[src/rtl/mem_port_arbiter_pkg.sv]
// mem_arb_defs: shared encodings for the memory port arbiter
package mem_arb_defs;
  localparam logic [1:0] S_IDLE = 2'd0;
  localparam logic [1:0] S_ISSUE = 2'd1;
  localparam logic [1:0] S_WAIT = 2'd2;
  localparam logic [1:0] S_RESP = 2'd3;
  localparam logic OP_READ = 1'b0;
  localparam logic OP_WRITE = 1'b1;
  localparam int MAX_PORTS = 8;
endpackage

[src/rtl/mem_port_arbiter_if.sv]
// mem_port_arbiter_if: requester and memory side signals of the arbiter
interface mem_port_arbiter_if #(
  parameter int N_PORTS = 2,
  parameter int ADDR_W = 6,
  parameter int DATA_W = 128
);
  logic [N_PORTS-1:0] req_read;
  logic [N_PORTS-1:0] req_write;
  logic [N_PORTS*ADDR_W-1:0] req_address;
  logic [N_PORTS*DATA_W-1:0] req_writedata;
  logic [DATA_W-1:0] req_readdata;
  logic [N_PORTS-1:0] req_busywait;
  logic mem_read;
  logic mem_write;
  logic [ADDR_W-1:0] mem_address;
  logic [DATA_W-1:0] mem_writedata;
  logic [DATA_W-1:0] mem_readdata;
  logic mem_busywait;
  modport slave (
    input req_read, req_write, req_address, req_writedata, mem_readdata, mem_busywait,
    output req_readdata, req_busywait, mem_read, mem_write, mem_address, mem_writedata
  );
  modport master (
    output req_read, req_write, req_address, req_writedata, mem_readdata, mem_busywait,
    input req_readdata, req_busywait, mem_read, mem_write, mem_address, mem_writedata
  );
endinterface

[src/rtl/mem_port_arbiter_rr_picker.sv]
// rr_picker: first pending port at or after ptr, wrapping modulo n_ports
module rr_picker #(
  parameter int N_PORTS = 2,
  localparam int IW = $clog2(N_PORTS)
) (
  input  logic [N_PORTS-1:0] pending,
  input  logic [IW-1:0] ptr,
  output logic [IW-1:0] winner,
  output logic any_valid
);
  logic [IW-1:0] idx;
  assign any_valid = |pending;
  // scan farthest first so the port closest to ptr overwrites last
  always_comb begin
    winner = '0;
    idx = '0;
    for (int k = N_PORTS - 1; k >= 0; k--) begin
      idx = IW'((int'(ptr) + k) % N_PORTS);
      winner = pending[idx] ? idx : winner;
    end
  end
endmodule

[src/rtl/mem_port_arbiter.sv]
// mem_port_arbiter: round-robin sharing of one backing memory among n cache ports
module mem_port_arbiter
  import mem_arb_defs::*;
#(
  parameter int N_PORTS = 2,
  parameter int ADDR_W = 6,
  parameter int DATA_W = 128
) (
  input logic clk,
  input logic reset,
  mem_port_arbiter_if.slave bus
);
  localparam int IW = $clog2(N_PORTS);
  logic [1:0] state, next_state;
  logic [IW-1:0] ptr, grant, winner;
  logic any_valid, op, op_nxt, strobe_nxt;
  logic [ADDR_W-1:0] addr;
  logic [DATA_W-1:0] wdata, rdata;
  logic [N_PORTS-1:0] pending;
  assign pending = bus.req_read | bus.req_write;
  rr_picker #(.N_PORTS(N_PORTS)) u_picker (
    .pending(pending),
    .ptr(ptr),
    .winner(winner),
    .any_valid(any_valid)
  );
  always_ff @(posedge clk) begin
    if (!reset) state <= S_IDLE;
    else state <= next_state;
  end
  always_comb begin
    next_state = state == S_IDLE ? (any_valid ? S_ISSUE : S_IDLE) :
                 state == S_ISSUE ? S_WAIT :
                 state == S_WAIT ? (bus.mem_busywait ? S_WAIT : S_RESP) : S_IDLE;
    op_nxt = state == S_IDLE ? bus.req_write[winner] : op;
    strobe_nxt = next_state == S_ISSUE || next_state == S_WAIT;
  end
  // write wins when a port raises both; strobes are flopped from the next state
  always_ff @(posedge clk) begin
    if (!reset) begin
      ptr <= '0;
      grant <= '0;
      op <= OP_READ;
      addr <= '0;
      wdata <= '0;
      rdata <= '0;
      bus.mem_read <= 1'b0;
      bus.mem_write <= 1'b0;
    end else begin
      if (state == S_IDLE && any_valid) begin
        grant <= winner;
        op <= bus.req_write[winner];
        addr <= bus.req_address[winner*ADDR_W +: ADDR_W];
        wdata <= bus.req_writedata[winner*DATA_W +: DATA_W];
      end
      if (state == S_WAIT && !bus.mem_busywait && op == OP_READ) rdata <= bus.mem_readdata;
      if (state == S_RESP) ptr <= grant == IW'(N_PORTS - 1) ? '0 : grant + 1'b1;
      bus.mem_read <= strobe_nxt && op_nxt == OP_READ;
      bus.mem_write <= strobe_nxt && op_nxt == OP_WRITE;
    end
  end
  assign bus.mem_address = addr;
  assign bus.mem_writedata = wdata;
  assign bus.req_readdata = rdata;
  always_comb begin
    bus.req_busywait = pending;
    for (int i = 0; i < N_PORTS; i++)
      bus.req_busywait[i] = (state == S_RESP && grant == IW'(i)) ? 1'b0 : pending[i];
  end
endmodule

[src/flat_wrapper.sv]
// flat-port wrapper written by rule: the top's interface ports become plain ports
module mem_port_arbiter_flat import mem_arb_defs::*;
#(
  parameter int N_PORTS = 2,
  parameter int ADDR_W = 6,
  parameter int DATA_W = 128
)
  (clk, reset, bus_req_read, bus_req_write, bus_req_address, bus_req_writedata, bus_mem_readdata, bus_mem_busywait, bus_req_readdata, bus_req_busywait, bus_mem_read, bus_mem_write, bus_mem_address, bus_mem_writedata);
  mem_port_arbiter_if #(.N_PORTS(N_PORTS), .ADDR_W(ADDR_W), .DATA_W(DATA_W)) bus_i ();
  input logic clk;
  input logic reset;
  input wire logic [$bits(bus_i.req_read)-1:0] bus_req_read;
  input wire logic [$bits(bus_i.req_write)-1:0] bus_req_write;
  input wire logic [$bits(bus_i.req_address)-1:0] bus_req_address;
  input wire logic [$bits(bus_i.req_writedata)-1:0] bus_req_writedata;
  input wire logic [$bits(bus_i.mem_readdata)-1:0] bus_mem_readdata;
  input wire logic [$bits(bus_i.mem_busywait)-1:0] bus_mem_busywait;
  output wire logic [$bits(bus_i.req_readdata)-1:0] bus_req_readdata;
  output wire logic [$bits(bus_i.req_busywait)-1:0] bus_req_busywait;
  output wire logic [$bits(bus_i.mem_read)-1:0] bus_mem_read;
  output wire logic [$bits(bus_i.mem_write)-1:0] bus_mem_write;
  output wire logic [$bits(bus_i.mem_address)-1:0] bus_mem_address;
  output wire logic [$bits(bus_i.mem_writedata)-1:0] bus_mem_writedata;
  assign bus_i.req_read = bus_req_read;
  assign bus_i.req_write = bus_req_write;
  assign bus_i.req_address = bus_req_address;
  assign bus_i.req_writedata = bus_req_writedata;
  assign bus_i.mem_readdata = bus_mem_readdata;
  assign bus_i.mem_busywait = bus_mem_busywait;
  assign bus_req_readdata = bus_i.req_readdata;
  assign bus_req_busywait = bus_i.req_busywait;
  assign bus_mem_read = bus_i.mem_read;
  assign bus_mem_write = bus_i.mem_write;
  assign bus_mem_address = bus_i.mem_address;
  assign bus_mem_writedata = bus_i.mem_writedata;
  mem_port_arbiter #(.N_PORTS(N_PORTS), .ADDR_W(ADDR_W), .DATA_W(DATA_W)) u_core (.clk(clk), .reset(reset), .bus(bus_i));
endmodule
[config.mk]
export PLATFORM = sky130hd
export DESIGN_NAME = mem_port_arbiter_flat
export DESIGN_NICKNAME = d
export VERILOG_FILES = /design/src/rtl/mem_port_arbiter_pkg.sv /design/src/rtl/mem_port_arbiter_if.sv /design/src/rtl/mem_port_arbiter_rr_picker.sv /design/src/rtl/mem_port_arbiter.sv /design/src/flat_wrapper.sv
export SDC_FILE = /design/constraint.sdc
export NUM_CORES = 1
export LEC_CHECK = 0
export CORE_AREA = 2 2 258 260
export DETAILED_ROUTE_END_ITERATION = 10
export DIE_AREA = 0 0 260 262
export PLACE_DENSITY_LB_ADDON = 0.05
export SETUP_SLACK_MARGIN = 0.05
export SKIP_CTS_REPAIR_TIMING = 1
export SLEW_MARGIN = 20
export SYNTH_ARGS = -nofsm -noshare
export SYNTH_HDL_FRONTEND = slang
export SYNTH_SLANG_ARGS = --single-unit
[constraint.sdc]
create_clock -name clk -period 2.4 [get_ports clk]
set_input_delay 0.6 -clock clk [delete_from_list [all_inputs] [get_ports clk]]
set_output_delay 0.6 -clock clk [all_outputs]
set_load 0.05 [all_outputs]
After elaboration in Yosys (flattened, before gate mapping)
Cells that the tools add are included.
- add/subtract/negate cells: 2
- $mul: 1
- $lt $le $gt $ge: 3
- equality and inequality tests: 5
- shifts and indexed selects: 2
- multiplexer cells: 17
- bitwise gates (word level): 4
- reduce and logical (&&, ||, !) cells: 11
- operators by type and width (operator ; count):
    $shiftx 256x9->128 ; 1
    $mux 1 ; 14
    $shiftx 12x5->6 ; 1
    $logic_and 1x1->1 ; 7
    $eq 2x2->1 const B ; 3
    $lt 1x2->1 const B ; 3
    $mux 2 ; 3
    $eq 2x1->1 const B ; 2
    $mul 1x2->3 const B ; 1
    $not 1->1 ; 3
    $add 1x1->1 const B ; 2
    $logic_not 2->1 ; 1
    $or 2x2->2 ; 1
    $reduce_or 2->1 ; 1
    $logic_not 1->1 ; 1
    $logic_or 1x1->1 ; 1
- flip-flop bits (word level): 269
- input bits: 403
- logic and storage cells: 54

Longest topological paths before layout
- word-level depth: 10
- depth in mapped cells: 8

Cells and area by module
From an unflattened synthesis, not the netlist that was laid out.
- cell total of the unflattened synthesis: 1193
- area, all modules: 11378.4 sq um
- by module, submodules not included (module ; times used ; cells an instance ; area an instance (sq um)):
    mem_port_arbiter ; 1 ; 1190 ; 11360.9
    rr_picker ; 1 ; 3 ; 17.5

Least setup slack after synthesis
No wires, ideal clock.
- kind: input port to output port
- start: input bus_req_write[0]
- end: output bus_req_busywait[0]
- arrival: 1.400 ns
- slack: 0.400 ns
- stages: 2
- cells stage by stage: nor2_1 > a21oi_1
- word-level cells in the longest chain between the ends: 2
- ends and longest elaborated chain (item ; line ; source):
    start: declaration ; flat_wrapper.sv:13 ; input wire logic [$bits(bus_i.req_write)-1:0] bus_req_write;
    $or 2x2->2 ; mem_port_arbiter.sv:20 ; assign pending = bus.req_read | bus.req_write;
    $mux 1 ; mem_port_arbiter.sv:68 ; bus.req_busywait[i] = (state == S_RESP && grant == IW'(i)) ? 1'b0 : pending[i];
    end: declaration ; flat_wrapper.sv:19 ; output wire logic [$bits(bus_i.req_busywait)-1:0] bus_req_busywait;
Every way passes these cells.

Worst setup path in the final report
- start: register u_core.wdata[42], in the netlist u_core.bus.mem_writedata[42]
- end: output bus_mem_writedata[42]
- RTL lines (item ; line ; source):
    start: declaration ; mem_port_arbiter.sv:18 ; logic [DATA_W-1:0] wdata, rdata;
    start signal: assignment ; mem_port_arbiter.sv:54 ; wdata <= bus.req_writedata[winner*DATA_W +: DATA_W];
    end: declaration ; flat_wrapper.sv:23 ; output wire logic [$bits(bus_i.mem_writedata)-1:0] bus_mem_writedata;
No word-level cell between the ends.

==> results.yml <==
outcome:
  status: "finished, final reports clean"
timing:
  clock_skew_ns: 0.0108
  timing.final.setup_violations: 0
  tightestPinTransition_ns: 0.629
  slew-limit-headroom_pct: 58.0
  grt_setup_unrepaired: "no"
  slew_viol_final: 0
  timing.final.ws_setup_ns: 0.102
  hold_viol_final: 0
  fraction_of_the_cycle_the_final_worst_path_needs_pct: 95.7
  totalNegativeSetupSlack_ns: 0
  max_freq_mhz: 435
  final_period_minus_worst_setup_slack_ns: 2.30
drt:
  detailedRoute.firstIterationViolations: 380
  wirelength_um: 56600
  route.detailed.drc: 0
  wl_per_cell_um: 19.5
  routed-via-count: 11900
  firstDrtPassIters: 5
  detail_route.vias_per_cell: 4.09
  ant_nets: 0
clock_tree:
  path_clk_slew_ns: 0.06
  tritoncts_num_sinks: 269
  cts_made_buffers: 38
  tritoncts: "done"
  h-tree-depth: 2
  cts.root.buffer_cell: "clkbuf_16"
  clk-insertion-delay-late_ns: 0.54
  clk_path_buf_depth: 3
finish:
  finalCoreUtilization_pct: 31.0
  syn2layout_area_growth_pct: 89.6
  layout.filler_cells: 6931
  regArea_um2: 5390
  area_taken_by_multi_input_logic_gates_um2: 4750
  nets: 2406
  post_route_cells_drive_above_1_share_pct: 7.26
worst_setup_path:
  critical_path_peak_fanout: 2
  critPathMaxStageDelay_ns: 0.82
  cpLargestDelayFamily: "buffers and inverters"
  timing.critical_path.to_type: "output pin"
  critPathLaunchType: "register"
  setup.worst_path.class: "reg2out"
  cp_cell_sequence: "clkdlybuf4s50_1"
  timing.critical_path.arrival_ns: 1.70
  crit_required_ns: 1.80
  cp.buffers_inverters: 1
  cp_num_cells: 1
  rr_worst_depth: 7
  timing.critical_path.from: "u_core.bus.mem_writedata[42]$_SDFFE_PN0P_"
  crit_slowest_cell: "clkdlybuf4s50_1"
  critical_path.reg2reg.startpoint: "u_core.state[0]$_SDFF_PN0_"
grt:
  grt_start_max_net_pins: 52
  grt_antenna_before_repair: 23
  gr_met3_demand_resource_pct: 7.50
  globalRouteMet1Util_pct: 16.9
  grt_util_all_layers_pct: 15.8
  vias_in_the_first_global_route: 12300
  grt_busiest_layer: "met2"
  grt.overflow.total: 0
  groute.layer.met2.usage_pct: 27.1
  grt_first_pass_wirelength_um: 80700
synth:
  flip_flop_and_latch_count_after_synthesis: 269
  post_synth_top_flop: "dfxtp_1"
  post-synth-top-area-fraction_pct: 50.4
  ys_top_cells_by_area: "dfxtp_1 50%, nand2_1 14%, a21oi_1 13%"
  synth_async_sr_flop_share_pct: 0
  synth-seq-area-share_pct: 50.4
  synth_area_um2: 10700
  library_cell_occupying_the_most_area_in_the_post_synthesis_netlist: "dfxtp_1"
  synth_edf_count: 0
  synth.top_cells.by_count: "391 x nand2_1, 271 x a21oi_1, 269 x dfxtp_1, 130 x a21boi_0, 130 x o21ai_0"
  most_frequent_cell_after_synthesis: "nand2_1"
  synth_warnings: 0
  synth.lib_cells_used.distinct: 32
  postSynthAreaPerCell_um2: 7.94
  synthesis.instances: 1345
  post_synthesis_net_count: 1752
die:
  design.die.area_um2: 68100
  num_io_pins: 669
  design.core.area_um2: 65300
  floorplan.rows: 94
  start_util_pct: 16.4
  die_height_um: 262
  die_width_um: 260
placement:
  preCtsSetupSlack_ns: 0.0325
  placement.io_buffers: 668
  gpl.final_weighted_congestion: 0.770
  hpwl_um: 42700
power_and_ir_drop:
  peakVddDrop_uv: 540
  power.density_cell_area_nw_per_um2: 880
  report.power.total_mw: 17.8
  power.leakage_nw: 9.64
min_path:
  hold_path_startpoint: "u_core.bus.req_readdata[12]$_SDFFE_PN0P_"
  timing.hold.worst_path_depth: 2
  timing.hold.worst.class: "reg2reg"
flow_run:
  maxCapViolCount: 0
[per-stage QoR]
step / hold slack, ns / cells / cell area (µm²)
after floorplan: 0.454 / 1345 / 10700
after global placement: 0.450 / 2823 / 18700
after detailed placement: 0.455 / 2823 / 18700
after CTS: 0.443 / 2889 / 19900
after global routing: 0.467 / 2894 / 20300
final: 0.456 / 2896 / 20300
[cell type report]
cell class / count / area share, %
multi-input combinational: 956 / 23.4
inverter: 3 / 0.0556
antenna: 7 / 0.0865
tap: 864 / 5.34
clock inverter: 9 / 0.253
clock buffer: 57 / 5.55
sequential: 269 / 26.6
timing repair buffer: 731 / 38.7
[state kept, by name (all words and copies together), names as in the netlist]
| signal | count |
|---|---|
| u_core.bus.mem_writedata | 128 |
| u_core.bus.req_readdata | 128 |
| u_core.bus.mem_address | 6 |
| u_core.state | 2 |
| u_core.bus.mem_read | 1 |
| u_core.bus.mem_write | 1 |
| u_core.grant | 1 |
| u_core.op | 1 |
| u_core.ptr | 1 |
[tightest hold or removal path: cells and delay by family, from the launching register on]
kind | cells | cell delay [ns]
DFF | 1 | 0.30
AOI/OAI and AO/OA | 1 | 0.06
and+or+nand+nor | 1 | 0.04
[where the power goes]
part	internal, mW	switching [mW]
Combinational	2.59	4.38
Clock	3.22	2.19
Sequential	5.13	0.316
[cell families (layout without fill, tap and decap cells)]
logic type	count (synthesis)	after routing	share of synthesized area, %
xor+xnor	1	1	0.0820
compound gates	546	546	28.9
other cells	0	7	0
simple gates	405	405	14.7
flops	269	269	50.4
buf+inv	120	800	5.52
fa+ha+maj	4	4	0.468
[layout by cell type (no fill, tap or decap), types with 2 or more instances in the layout]
cell,netlist,routed
a21boi_0,130,130
diode_2,0,7
dlymetal6s2s_1,0,146
clkbuf_1,61,10
clkinv_2,0,7
inv_1,3,3
clkbuf_16,0,39
o21ai_0,130,130
nand2b_1,2,2
o21ai_1,6,6
nand2_1,391,391
buf_4,4,53
and2_1,3,2
ha_1,4,4
a21oi_1,271,271
clkbuf_8,0,8
dfxtp_1,269,269
o22ai_1,2,2
buf_12,0,29
clkdlybuf4s50_1,0,502
[final timing paths]
path,end,slack (ns)
setup / recovery,bus_mem_writedata[42],0.10
hold / removal,u_core.bus.req_readdata[12]$_SDFFE_PN0P_,0.46
hold reg to reg,u_core.bus.req_readdata[12]$_SDFFE_PN0P_,0.46
setup reg to reg,u_core.bus.mem_writedata[50]$_SDFFE_PN0P_,0.59
[routing by layer]
layer | up-vias | share of wire [%]
met5 | - | 0.39
met4 | 32 | 3.0
met3 | 112 | 10
met2 | 424 | 49
met1 | 5437 | 38
li1 | 5848 | -
(Power assumes the default switching activity.)
